--- config.mk ---
export PLATFORM = sky130hd
export DESIGN_NAME = apb_acc_master
export DESIGN_NICKNAME = d
export VERILOG_FILES = /design/src/rtl/apb_acc_master.sv
export SDC_FILE = /design/constraint.sdc
export NUM_CORES = 1
export LEC_CHECK = 0
export BUFFER_PORTS_ARGS = -buffer_cell sky130_fd_sc_hd__buf_2
export CAP_MARGIN = 5
export CORE_AREA = 2 2 231 233
export DETAILED_ROUTE_END_ITERATION = 7
export DIE_AREA = 0 0 233 235
export GPL_ROUTABILITY_DRIVEN = 0
export HOLD_SLACK_MARGIN = 0.1
export PLACE_DENSITY_LB_ADDON = 0.25
export SLEW_MARGIN = 20
export SYNTH_ARGS = -nofsm -noshare
export SYNTH_HDL_FRONTEND = slang
export SYNTH_SLANG_ARGS = --single-unit
--- constraint.sdc ---
create_clock -name HCLK -period 3.4 [get_ports HCLK]
set_input_delay 0.85 -clock HCLK [delete_from_list [all_inputs] [get_ports HCLK]]
set_output_delay 0.85 -clock HCLK [all_outputs]
set_load 0.03 [all_outputs]
--- src/rtl/apb_acc_master.sv ---
// APB initiator that runs one accelerator job: eight operand writes
// followed by eight result reads, with wait-state, slave-error and timeout
// handling. All outputs are registered.
module apb_acc_master #(
  parameter int unsigned APB_ADDR_WIDTH = 12,
  parameter int unsigned BASE_ADDR      = 0,
  parameter int unsigned TIMEOUT        = 255
) (
  input  logic                      HCLK,
  input  logic                      HRESET,
  input  logic                      start,
  input  logic [127:0]              op_a,
  input  logic [127:0]              op_b,
  output logic                      busy,
  output logic                      done,
  output logic [1:0]                err,
  output logic [255:0]              result,
  output logic [APB_ADDR_WIDTH-1:0] PADDR,
  output logic [31:0]               PWDATA,
  output logic                      PWRITE,
  output logic                      PSEL,
  output logic                      PENABLE,
  input  logic [31:0]               PRDATA,
  input  logic                      PREADY,
  input  logic                      PSLVERR
);

  typedef enum logic [1:0] {
    S_IDLE,
    S_SETUP,
    S_ACCESS,
    S_FIN
  } state_t;

  state_t        r_state;
  logic [3:0]    r_k;
  logic [9:0]    r_wait;
  logic [127:0]  r_op_a;
  logic [127:0]  r_op_b;

  logic [3:0]    w_kn;
  logic [9:0]    w_wait_inc;
  logic          w_finish;

  // Writes (k<8) and reads (k>=8) both map to word k[2:0]+1.
  function automatic logic [APB_ADDR_WIDTH-1:0] f_addr(input logic [3:0] k);
    logic [31:0] v_sum;
    v_sum = BASE_ADDR + ({29'd0, k[2:0]} + 32'd1) * 32'd4;
    return v_sum[APB_ADDR_WIDTH-1:0];
  endfunction

  function automatic logic [31:0] f_wdata(input logic [3:0]   k,
                                          input logic [127:0] a,
                                          input logic [127:0] b);
    if (k[3])
      return '0;
    else if (!k[2])
      return a[{k[1:0], 5'd0} +: 32];
    else
      return b[{k[1:0], 5'd0} +: 32];
  endfunction

  // Next transfer index, next wait count and job-termination condition.
  always_comb begin
    w_kn       = r_k + 4'd1;
    w_wait_inc = r_wait + 10'd1;
    w_finish   = 1'b0;
    if (r_state == S_ACCESS) begin
      if (PREADY)
        w_finish = PSLVERR || (r_k == 4'hF);
      else
        w_finish = (w_wait_inc == 10'(TIMEOUT));
    end
  end

  // Job sequencer with registered APB and status outputs.
  always_ff @(posedge HCLK) begin
    if (HRESET) begin
      r_state <= S_IDLE;
      r_k     <= '0;
      r_wait  <= '0;
      r_op_a  <= '0;
      r_op_b  <= '0;
      busy    <= 1'b0;
      done    <= 1'b0;
      err     <= '0;
      result  <= '0;
      PADDR   <= '0;
      PWDATA  <= '0;
      PWRITE  <= 1'b0;
      PSEL    <= 1'b0;
      PENABLE <= 1'b0;
    end else begin
      done <= 1'b0;
      case (r_state)
        S_IDLE: begin
          if (start) begin
            r_op_a  <= op_a;
            r_op_b  <= op_b;
            err     <= '0;
            result  <= '0;
            r_k     <= '0;
            r_wait  <= '0;
            busy    <= 1'b1;
            PSEL    <= 1'b1;
            PENABLE <= 1'b0;
            PWRITE  <= 1'b1;
            PADDR   <= f_addr(4'd0);
            PWDATA  <= f_wdata(4'd0, op_a, op_b);
            r_state <= S_SETUP;
          end
        end
        S_SETUP: begin
          PENABLE <= 1'b1;
          r_state <= S_ACCESS;
        end
        S_ACCESS: begin
          if (PREADY && !PSLVERR && r_k[3])
            result[{r_k[2:0], 5'd0} +: 32] <= PRDATA;
          if (PREADY && PSLVERR)
            err <= 2'b01;
          else if (!PREADY && w_finish)
            err <= 2'b10;
          if (w_finish) begin
            done    <= 1'b1;
            busy    <= 1'b0;
            PSEL    <= 1'b0;
            PENABLE <= 1'b0;
            PWRITE  <= 1'b0;
            PADDR   <= '0;
            PWDATA  <= '0;
            r_state <= S_FIN;
          end else if (PREADY) begin
            r_k     <= w_kn;
            r_wait  <= '0;
            PENABLE <= 1'b0;
            PWRITE  <= ~w_kn[3];
            PADDR   <= f_addr(w_kn);
            PWDATA  <= f_wdata(w_kn, r_op_a, r_op_b);
            r_state <= S_SETUP;
          end else begin
            r_wait <= w_wait_inc;
          end
        end
        S_FIN: begin
          r_state <= S_IDLE;
        end
        default: r_state <= S_IDLE;
      endcase
    end
  end

endmodule

# Word level (Yosys, flattened, before mapping)
# Cells that the tools add are included.
[totals]
regBits = 578
in_bits = 293
out_inout_bits = 307
wordCells = 98
[op_classes]
n_addsub = 4
n_eq_ne = 12
n_shift = 4
mux = 43
bitwise_logic = 2
n_reduce_logical = 20
[op_table]
columns = ["operator", "n"]
rows = [
  ["$mux W256", 2],
  ["$pmux W256 S2", 1],
  ["$bwmux W256", 1],
  ["$shift A32 B10 Y256 const A", 1],
  ["$shiftx A128 B8 Y32", 2],
  ["$shiftx A32 B10 Y256", 1],
  ["$mux W32", 5],
  ["$pmux W32 S2", 1],
  ["$mux W12", 3],
  ["$mux W10", 3],
  ["$pmux W12 S2", 1],
  ["$pmux W10 S2", 1],
  ["$reduce_and A3 Y1", 6],
  ["$mux W2", 6],
  ["$mux W4", 3],
  ["$add A10 B1 Y10 const B", 1],
  ["$eq A10 B8 Y1 const B", 1],
  ["$mux W1", 10],
  ["$neg A8 Y10", 1],
  ["$ne A2 B2 Y1 const B", 4],
  ["$pmux W2 S4", 1],
  ["$pmux W4 S2", 1],
  ["$add A3 B1 Y4 const B", 1],
  ["$add A4 B1 Y4 const B", 1],
  ["19 further kinds", 27],
]

# Logic depth before layout (Yosys ltp)
# Gate-level depths: netlist of run 1.
[logic_depth]
depth_word = 8
mapped_depth = 15
depth_no_buf = 9

# Least setup slack after synthesis of run 1
# No wires, ideal clock.
[synth_timing]
path_kind = "reg-to-reg"
start = "reg r_k[0]"
end = "reg result[79]"
setup_time_ns = 0.128
t_arrival_ns = 2.856
required_ns = 3.272
setup_slack_ns = 0.417
stages_incl_launch_ff = 14
n_path_buf = 5
synth_period_minus_slack_ns = 2.983
cell_sequence = "dfxtp_1 inv_1 buf_6 buf_2 ha_1 ha_1 clkbuf_1 nor4b_4 and2_1 buf_2 nor2_1 clkbuf_1 a22oi_1 nor2_1"
[synth_via]
elab_chain_cells = 5
elab_cells_between_ends = 6
classes_between = "add/sub: 1; shift: 2; mux: 3"
[synth_lines]
columns = ["element", "line", "rtl"]
rows = [
  ["start: declaration", "36", "logic [3:0] r_k;"],
  ["start signal: assignment", "134", "r_k <= w_kn;"],
  ["$neg A8 Y10 *", "119", "result[{r_k[2:0], 5'd0} +: 32] <= PRDATA;"],
  ["$shiftx A32 B10 Y256 / $shift A32 B10 Y256 (equally long branches)", "119", ""],
  ["$bwmux W256 *", "119", ""],
  ["$mux W256 *", "118", "if (PREADY && !PSLVERR && r_k[3])"],
  ["$pmux W256 S2 *", "95", "case (r_state)"],
  ["end signal: assignment", "87", "result <= '0;"],
  ["end signal: assignment", "101", "result <= '0;"],
  ["end signal: indexed assignment", "119", ""],
  ["end: declaration", "17", "output logic [255:0] result,"],
]
# Mark *: on every way between the ends. The rest lies on a longest branch, timed or not. The select of a mux whose other input is x is not followed.
# A chain may end at the register's enable or synchronous reset.

# Worst setup path in the final report of run 1
[layout_timing]
start = "reg r_wait[1]"
end = "reg PWDATA[1]"
[layout_via]
elab_chain_cells = 6
elab_cells_between_ends = 8
classes_between = "add/sub: 1; eq/ne: 2; mux: 4; reduce/logical: 1"
[layout_lines]
columns = ["element", "line", "rtl"]
rows = [
  ["start: declaration", "37", "logic [9:0] r_wait;"],
  ["start signal: assignment", "142", "r_wait <= w_wait_inc;"],
  ["$add A10 B1 Y10 *", "66", "w_wait_inc = r_wait + 10'd1;"],
  ["$eq A10 B8 Y1 *", "72", "w_finish = (w_wait_inc == 10'(TIMEOUT));"],
  ["$mux W1 *", "69", "if (PREADY)"],
  ["$mux W1 *", "68", "if (r_state == S_ACCESS) begin"],
  ["$ne A3 B3 Y1 (no source line) / $mux W32 (equally long branches)", "-", ""],
  ["$reduce_and A3 Y1 (no source line) / $pmux W32 S2 (equally long branches)", "-", ""],
  ["end signal: assignment", "109", "PWDATA <= f_wdata(4'd0, op_a, op_b);"],
  ["end signal: assignment", "139", "PWDATA <= f_wdata(w_kn, r_op_a, r_op_b);"],
  ["end: declaration", "19", "output logic [31:0] PWDATA,"],
]
# Mark *: on every way between the ends. The rest lies on a longest branch, timed or not.

==> results.cfg, run 1 <==
[synth]
yosys-top-cells-area = dfxtp_1 (50%), nand2_1 (11%), a21oi_1 (7.3%)
avgSynthCellArea_um2 = 8.47
syn_inst = 2701
ys_seq_area_share_pct = 49.9
synth_cell_types = 61
yosys.area.top_type_share_pct = 49.9
yosys_warnings = 0
synthFlopType = dfxtp_1
yosys-top-cells-count = nand2_1 (668), dfxtp_1 (570), a21oi_1 (332), nor2_1 (298), clkbuf_1 (193)
synthesis.area_um2 = 22900
synth_top_cell_by_area = dfxtp_1
synth_edf_count = 0
ys_ff_latch = 570
synth.most_common_cell = nand2_1
synthArstFlopShare_pct = 0

[power]
leakagePower_nw = 11.7
peakVddDrop_mv = 0.447
powerDensity_nw_per_um2 = 555

[detailed_routing]
avgRoutedWirePerCell_um = 20.6
drt_iter0_drc = 1855
dr.pass1.iters = 6
via_per_inst = 5.62
via_count = 21841
wirelength_um = 80100
drtAntennaViolNets = 0
drc = 0

[run_status]
status = finished, final reports clean

[placed_design]
dp_slack_ns = 0.466
dp.final_hpwl_um = 55200
portBuffers = 591

[clocking]
cts.path.max_buffers = 3
cts-buffers-inserted = 59
ctsHtreeMaxLevel = 2
cts-resized-gates = 0
clock_latency_ns = 0.60
cts_root_buf = clkbuf_16
cts.sinks = 570
clk_pin_slew_ns = 0.06
cts_hold_buf = 0
tritoncts = done
cts_setup_buffers = 0

[die]
fp.dieH_um = 235
start_util_pct = 43.8
rows = 84
die_x_um = 233
boundaryPins = 600
core_um2 = 52200
die-area_um2 = 54800

[grt]
antenna_found_initial = 21
overflow = 0
grt_pass1_wl_um = 120000
gr-usage-all-layers_pct = 27.9
grt_pass1_vias = 20600
grt_start_max_net_pins = 185

[sta]
hold_viol = 0
post-route-period-util_pct = 87.3
tns_ns = 0
slew_headroom_pct = 18.0
setup_viol = 0
final_max_slew_viol_count = 0
worst_slack_ns = 0.432
fmax_mhz = 337
rsz0062_at_grt = false
skew_ns = 0.0123
layout_min_cycle_time_ns = 2.97
tightest_slew_ns = 1.23

[final_layout]
multi_input_area_um2 = 10400
nets = 3447
syn_to_final_growth_pct = 22.8
nFillCells = 4950
register_area_um2 = 11400
drive_gt1_share_pct = 26.0

[setup_path]
rrSetupSlack_ns = 0.43
required_ns = 3.91
cp-start-kind = register
critical_path.endpoint_type = register
crit_type = reg2reg
crit_fanout = 32
cp.arrival_ns = 3.48

[flow_run]
cap_violations = 0

[min_path]
min_path_type = reg2reg
## where the power goes
group / switching [mW] / leakage (nW) / internal [mW] / total, mW
combinational: 1.24 / 6.10 / 0.579 / 1.82
clock: 2.68 / 0.990 / 3.97 / 6.65
sequential: 0.160 / 4.64 / 6.97 / 7.13
## critical path, cell delays in order, from the launching register on
cell and delay, ns:
dfxtp_1 0.41, ha_1 0.27, nand4_1 0.23, xnor2_1 0.23, a311o_2 0.44, a311oi_4 0.28, buf_4 0.49, o211ai_1 0.20
a311oi_2 0.28
## cell type report
type	count	area share, %
sequential	570	40.6
multi-input combinational	1872	36.8
timing repair buffer	639	12.2
clock buffer	91	6.51
tap	688	3.06
clock inverter	15	0.650
inverter	6	0.0801
antenna	8	0.0712
## worst paths after layout
check	from	end	cells after the start
hold reg to reg	r_op_a[75]$_SDFFE_PP0P_	r_op_a[75]$_SDFFE_PP0P_	2
setup reg to reg	r_wait[1]$_SDFFE_PP0P_	PWDATA[1]$_SDFFE_PP0P_	8
hold / removal	r_op_a[75]$_SDFFE_PP0P_	r_op_a[75]$_SDFFE_PP0P_	2
setup / recovery	r_wait[1]$_SDFFE_PP0P_	PWDATA[1]$_SDFFE_PP0P_	8
## stage by stage
| stage | instance area [µm²] | total power, mW | hold WS (ns) | util (%) | instances |
|---|---|---|---|---|---|
| 2_1_floorplan | 22900 | 8.43 | 0.433 | - | 2708 |
| 3_3_place_gp | 26100 | 9.04 | 0.438 | 49.9 | 3775 |
| 3_5_place_dp | 26100 | 9.08 | 0.444 | 49.9 | 3775 |
| 4_1_cts | 28100 | 15.7 | 0.450 | 53.8 | 3881 |
| 5_1_grt | 28100 | 16.1 | 0.464 | 53.8 | 3884 |
| 6_report | 28100 | 15.6 | 0.452 | 53.8 | 3889 |
## registers in the layout, indices dropped and copies added (netlist names)
name / flops
r_op_b: 128
PENABLE: 1
r_wait: 10
r_k: 4
PWDATA: 32
PWRITE: 1
r_state: 2
r_op_a: 128
PADDR: 4
PSEL: 1
err: 2
done: 1
result: 256
## logic make-up (layout without fill, tap and decap cells)
family / after synthesis / count (layout) / synth area share (%)
muxes: 65 / 65 / 4.60
buffers and inverters: 266 / 751 / 5.40
adders and majority gates: 6 / 6 / 0.328
AOI/OAI and AO/OA: 654 / 654 / 19.1
and+or+nand+nor: 1130 / 1130 / 20.3
other: 1 / 16 / 0.0164
DFF: 570 / 570 / 49.9
xor gates and xnor gates: 9 / 9 / 0.344
## layer usage
layer	GRT usage (%)	vias to the layer above	share of wire [%]	wire length (µm)
li1	-	10203	-	-
met1	35.4	10454	40	32100
met2	45.9	978	47	37500
met3	7.11	180	9.3	7480
met4	9.92	26	3.5	2800
met5	0	-	0.20	163
## placed cells by master, fill, tap and decap left out, types with 5 or more instances in the layout
cell,instances
a21oi_1,332
a22oi_1,118
a311oi_1,5
a311oi_2,30
a31oi_1,39
a32oi_1,78
and2_1,9
and3_1,8
buf_12,8
buf_2,590
buf_4,40
clkbuf_1,11
clkbuf_16,61
clkbuf_8,19
clkinv_2,8
conb_1,8
dfxtp_1,569
diode_2,8
ha_1,6
mux2i_1,33
mux4_2,31
nand2_1,667
nand2b_1,30
nand3_1,63
nor2_1,294
nor3_1,8
o211ai_1,32
or2_2,5
or2b_1,9
xnor2_1,5
Note: power is estimated with default switching activity, not from simulation.
==> inputs of run 2 (changes only) <==
==> constraint.sdc (replaced) <==
create_clock -name HCLK -period 2.5 [get_ports HCLK]
set_input_delay 0.625 -clock HCLK [delete_from_list [all_inputs] [get_ports HCLK]]
set_output_delay 0.625 -clock HCLK [all_outputs]
set_load 0.03 [all_outputs]
==> results.cfg, run 2 (synthesis results as in run 1) <==
[setup_path]
cp.arrival_ns = 2.96
reg2regPathDepth = 9
critical_path.endpoint_type = register
critPathLaunch = r_wait[0]$_SDFFE_PP0P_
crit_fanout = 8
slowest_delay_ns = 0.41
cp.depth = 9
crit_type = reg2reg
path_cells = ha_4, nand4_1, xnor2_2, a311o_2, a311oi_4, buf_6, clkbuf_16, o211ai_1, a311oi_2
required_ns = 3.02
r2r-end = PWDATA[2]$_SDFFE_PP0P_
cp.buffers_inverters = 2
slowest_stage = a311o_2
rrSetupSlack_ns = 0.06
r2r_start = r_wait[0]$_SDFFE_PP0P_
crit_family = compound AO/OA/AOI/OAI gates
crit_end = PWDATA[2]$_SDFFE_PP0P_
cp-start-kind = register

[sta]
hold_viol = 0
fmax_mhz = 409
worst_slack_ns = 0.0568
final_max_slew_viol_count = 0
tightest_slew_ns = 1.03
tns_ns = 0
rsz0062_at_grt = true
post-route-period-util_pct = 97.7
setup_viol = 0
skew_ns = 0.0158
holdWs_ns = 0.252
layout_min_cycle_time_ns = 2.44
slew_headroom_pct = 31.0

[placed_design]
dp_slack_ns = -0.00635
dp.final_hpwl_um = 57300
dp_cells = 3812
portBuffers = 591

[final_layout]
top_regs = result: 256 flops, r_op_a: 128 flops, r_op_b: 128 flops
final_cell_mix = nand2_1 (666), buf_2 (590), dfxtp_1 (564)
stdcell_count = 3929
largest_register_ffs = 256
top_register = result
nFillCells = 4843
drive_gt1_share_pct = 27.7
syn_to_final_growth_pct = 25.6
final_common_cell = nand2_1
nets = 3496

[detailed_routing]
via_count = 22221
wirelength_um = 82100
drtAntennaViolNets = 0
avgRoutedWirePerCell_um = 20.9
via_per_inst = 5.66
drt_iter0_drc = 1966
drc = 0
dr.pass1.iters = 6

[die]
die_x_um = 233
start_util_pct = 43.8
core_um2 = 52200
boundaryPins = 600
rows = 84
fp.dieH_um = 235
die-area_um2 = 54800

[power]
leakagePower_nw = 12.0
powerDensity_nw_per_um2 = 737
p_int_mw = 15.6
p_sw_share_pct = 26.4
p_clk_share_pct = 41.6
pwr-share-seq_pct = 45.9
switching_power_mw = 5.60
peakVddDrop_mv = 0.523
p_comb_share_pct = 12.5

[grt]
grt_pass1_vias = 20756
grt_start_max_net_pins = 132
overflow = 0
grt_pass1_wl_um = 121000
antenna_found_initial = 6
gr-usage-all-layers_pct = 28.3

[clocking]
cts.sinks = 570
cts_hold_buf = 0
tritoncts = done
ctsHtreeMaxLevel = 2
cts_root_buf = clkbuf_16
clk_pin_slew_ns = 0.06
cts-buffers-inserted = 58
cts.path.max_buffers = 3
clock_latency_ns = 0.61

[run_status]
status = finished, final reports clean

[min_path]
min_path_type = in2reg

[flow_run]
cap_violations = 0
-- run 2: worst min path at each step --
stage                     cells after the start  slack [ns]                      from                        to
after detailed placement                      2        0.44   r_op_a[69]$_SDFFE_PP0P_   r_op_a[69]$_SDFFE_PP0P_
after global placement                        2        0.44   r_op_b[78]$_SDFFE_PP0P_   r_op_b[78]$_SDFFE_PP0P_
after global routing                          3        0.24                  op_b[57]   r_op_b[57]$_SDFFE_PP0P_
final                                         3        0.25                  op_a[80]   r_op_a[80]$_SDFFE_PP0P_
after floorplan                               2        0.43  r_op_a[115]$_SDFFE_PP0P_  r_op_a[115]$_SDFFE_PP0P_
after CTS                                     3        0.22                  op_b[48]   r_op_b[48]$_SDFFE_PP0P_
-- run 2: metrics by stage --
stage                     power (mW)  instance area [µm²]  utilization [%]
after floorplan                 11.5                23000                -
after global placement          12.4                26600             50.9
after detailed placement        12.5                26600             50.9
after CTS                       21.2                28600             54.7
after global routing            21.9                28700             55.0
final                           21.2                28800             55.0
-- run 2: metal layers --
metal | vias up | track usage, % | part of all wire (%)
li1 | 10293 | - | -
met1 | 10668 | 36.4 | 40
met2 | 1064 | 47.9 | 48
met3 | 188 | 5.76 | 8.9
met4 | 8 | 8.55 | 3.1
met5 | - | 0 | 0.060
-- run 2: worst reg2reg max path: cells and delay by family (launching register included) --
| kind | cells | cell delay [ns] |
|---|---|---|
| fa+ha+maj | 1 | 0.14 |
| simple gates | 1 | 0.18 |
| xor+xnor | 1 | 0.22 |
| compound gates | 4 | 1.06 |
| buf+inv | 2 | 0.40 |
| flops | 1 | 0.36 |
-- run 2: area by class of cell --
cell class | instances | area [µm²] | share of cell area [%]
Antenna cell | 2 | 5.00 | 0.0174
Clock buffer | 90 | 1800 | 6.24
Clock inverter | 12 | 145 | 0.505
Inverter | 6 | 22.5 | 0.0783
Multi-Input combinational cell | 1872 | 10500 | 36.4
Sequential cell | 570 | 11400 | 39.7
Tap cell | 688 | 861 | 2.99
Timing Repair Buffer | 689 | 4040 | 14.1
-- run 2: timing repair --
action / 4_1_cts / 5_1_grt
cloned: 1 / 3
setup endpoints to repair: 46 / 102
setup buffers: 1 / 8
hold endpoints to repair: 0 / 0
pin swaps: 1 / 7
gates resized for setup: 3 / 17
-- run 2: power by group through the flow --
stage | clock network, mW | registers (mW) | logic (mW)
final | 8.81 | 9.71 | 2.66
after global routing | 9.29 | 9.75 | 2.87
after CTS | 8.92 | 9.71 | 2.60
after detailed placement | 0 | 9.91 | 2.57
after global placement | 0 | 9.89 | 2.53
after floorplan | 0 | 10.0 | 1.48
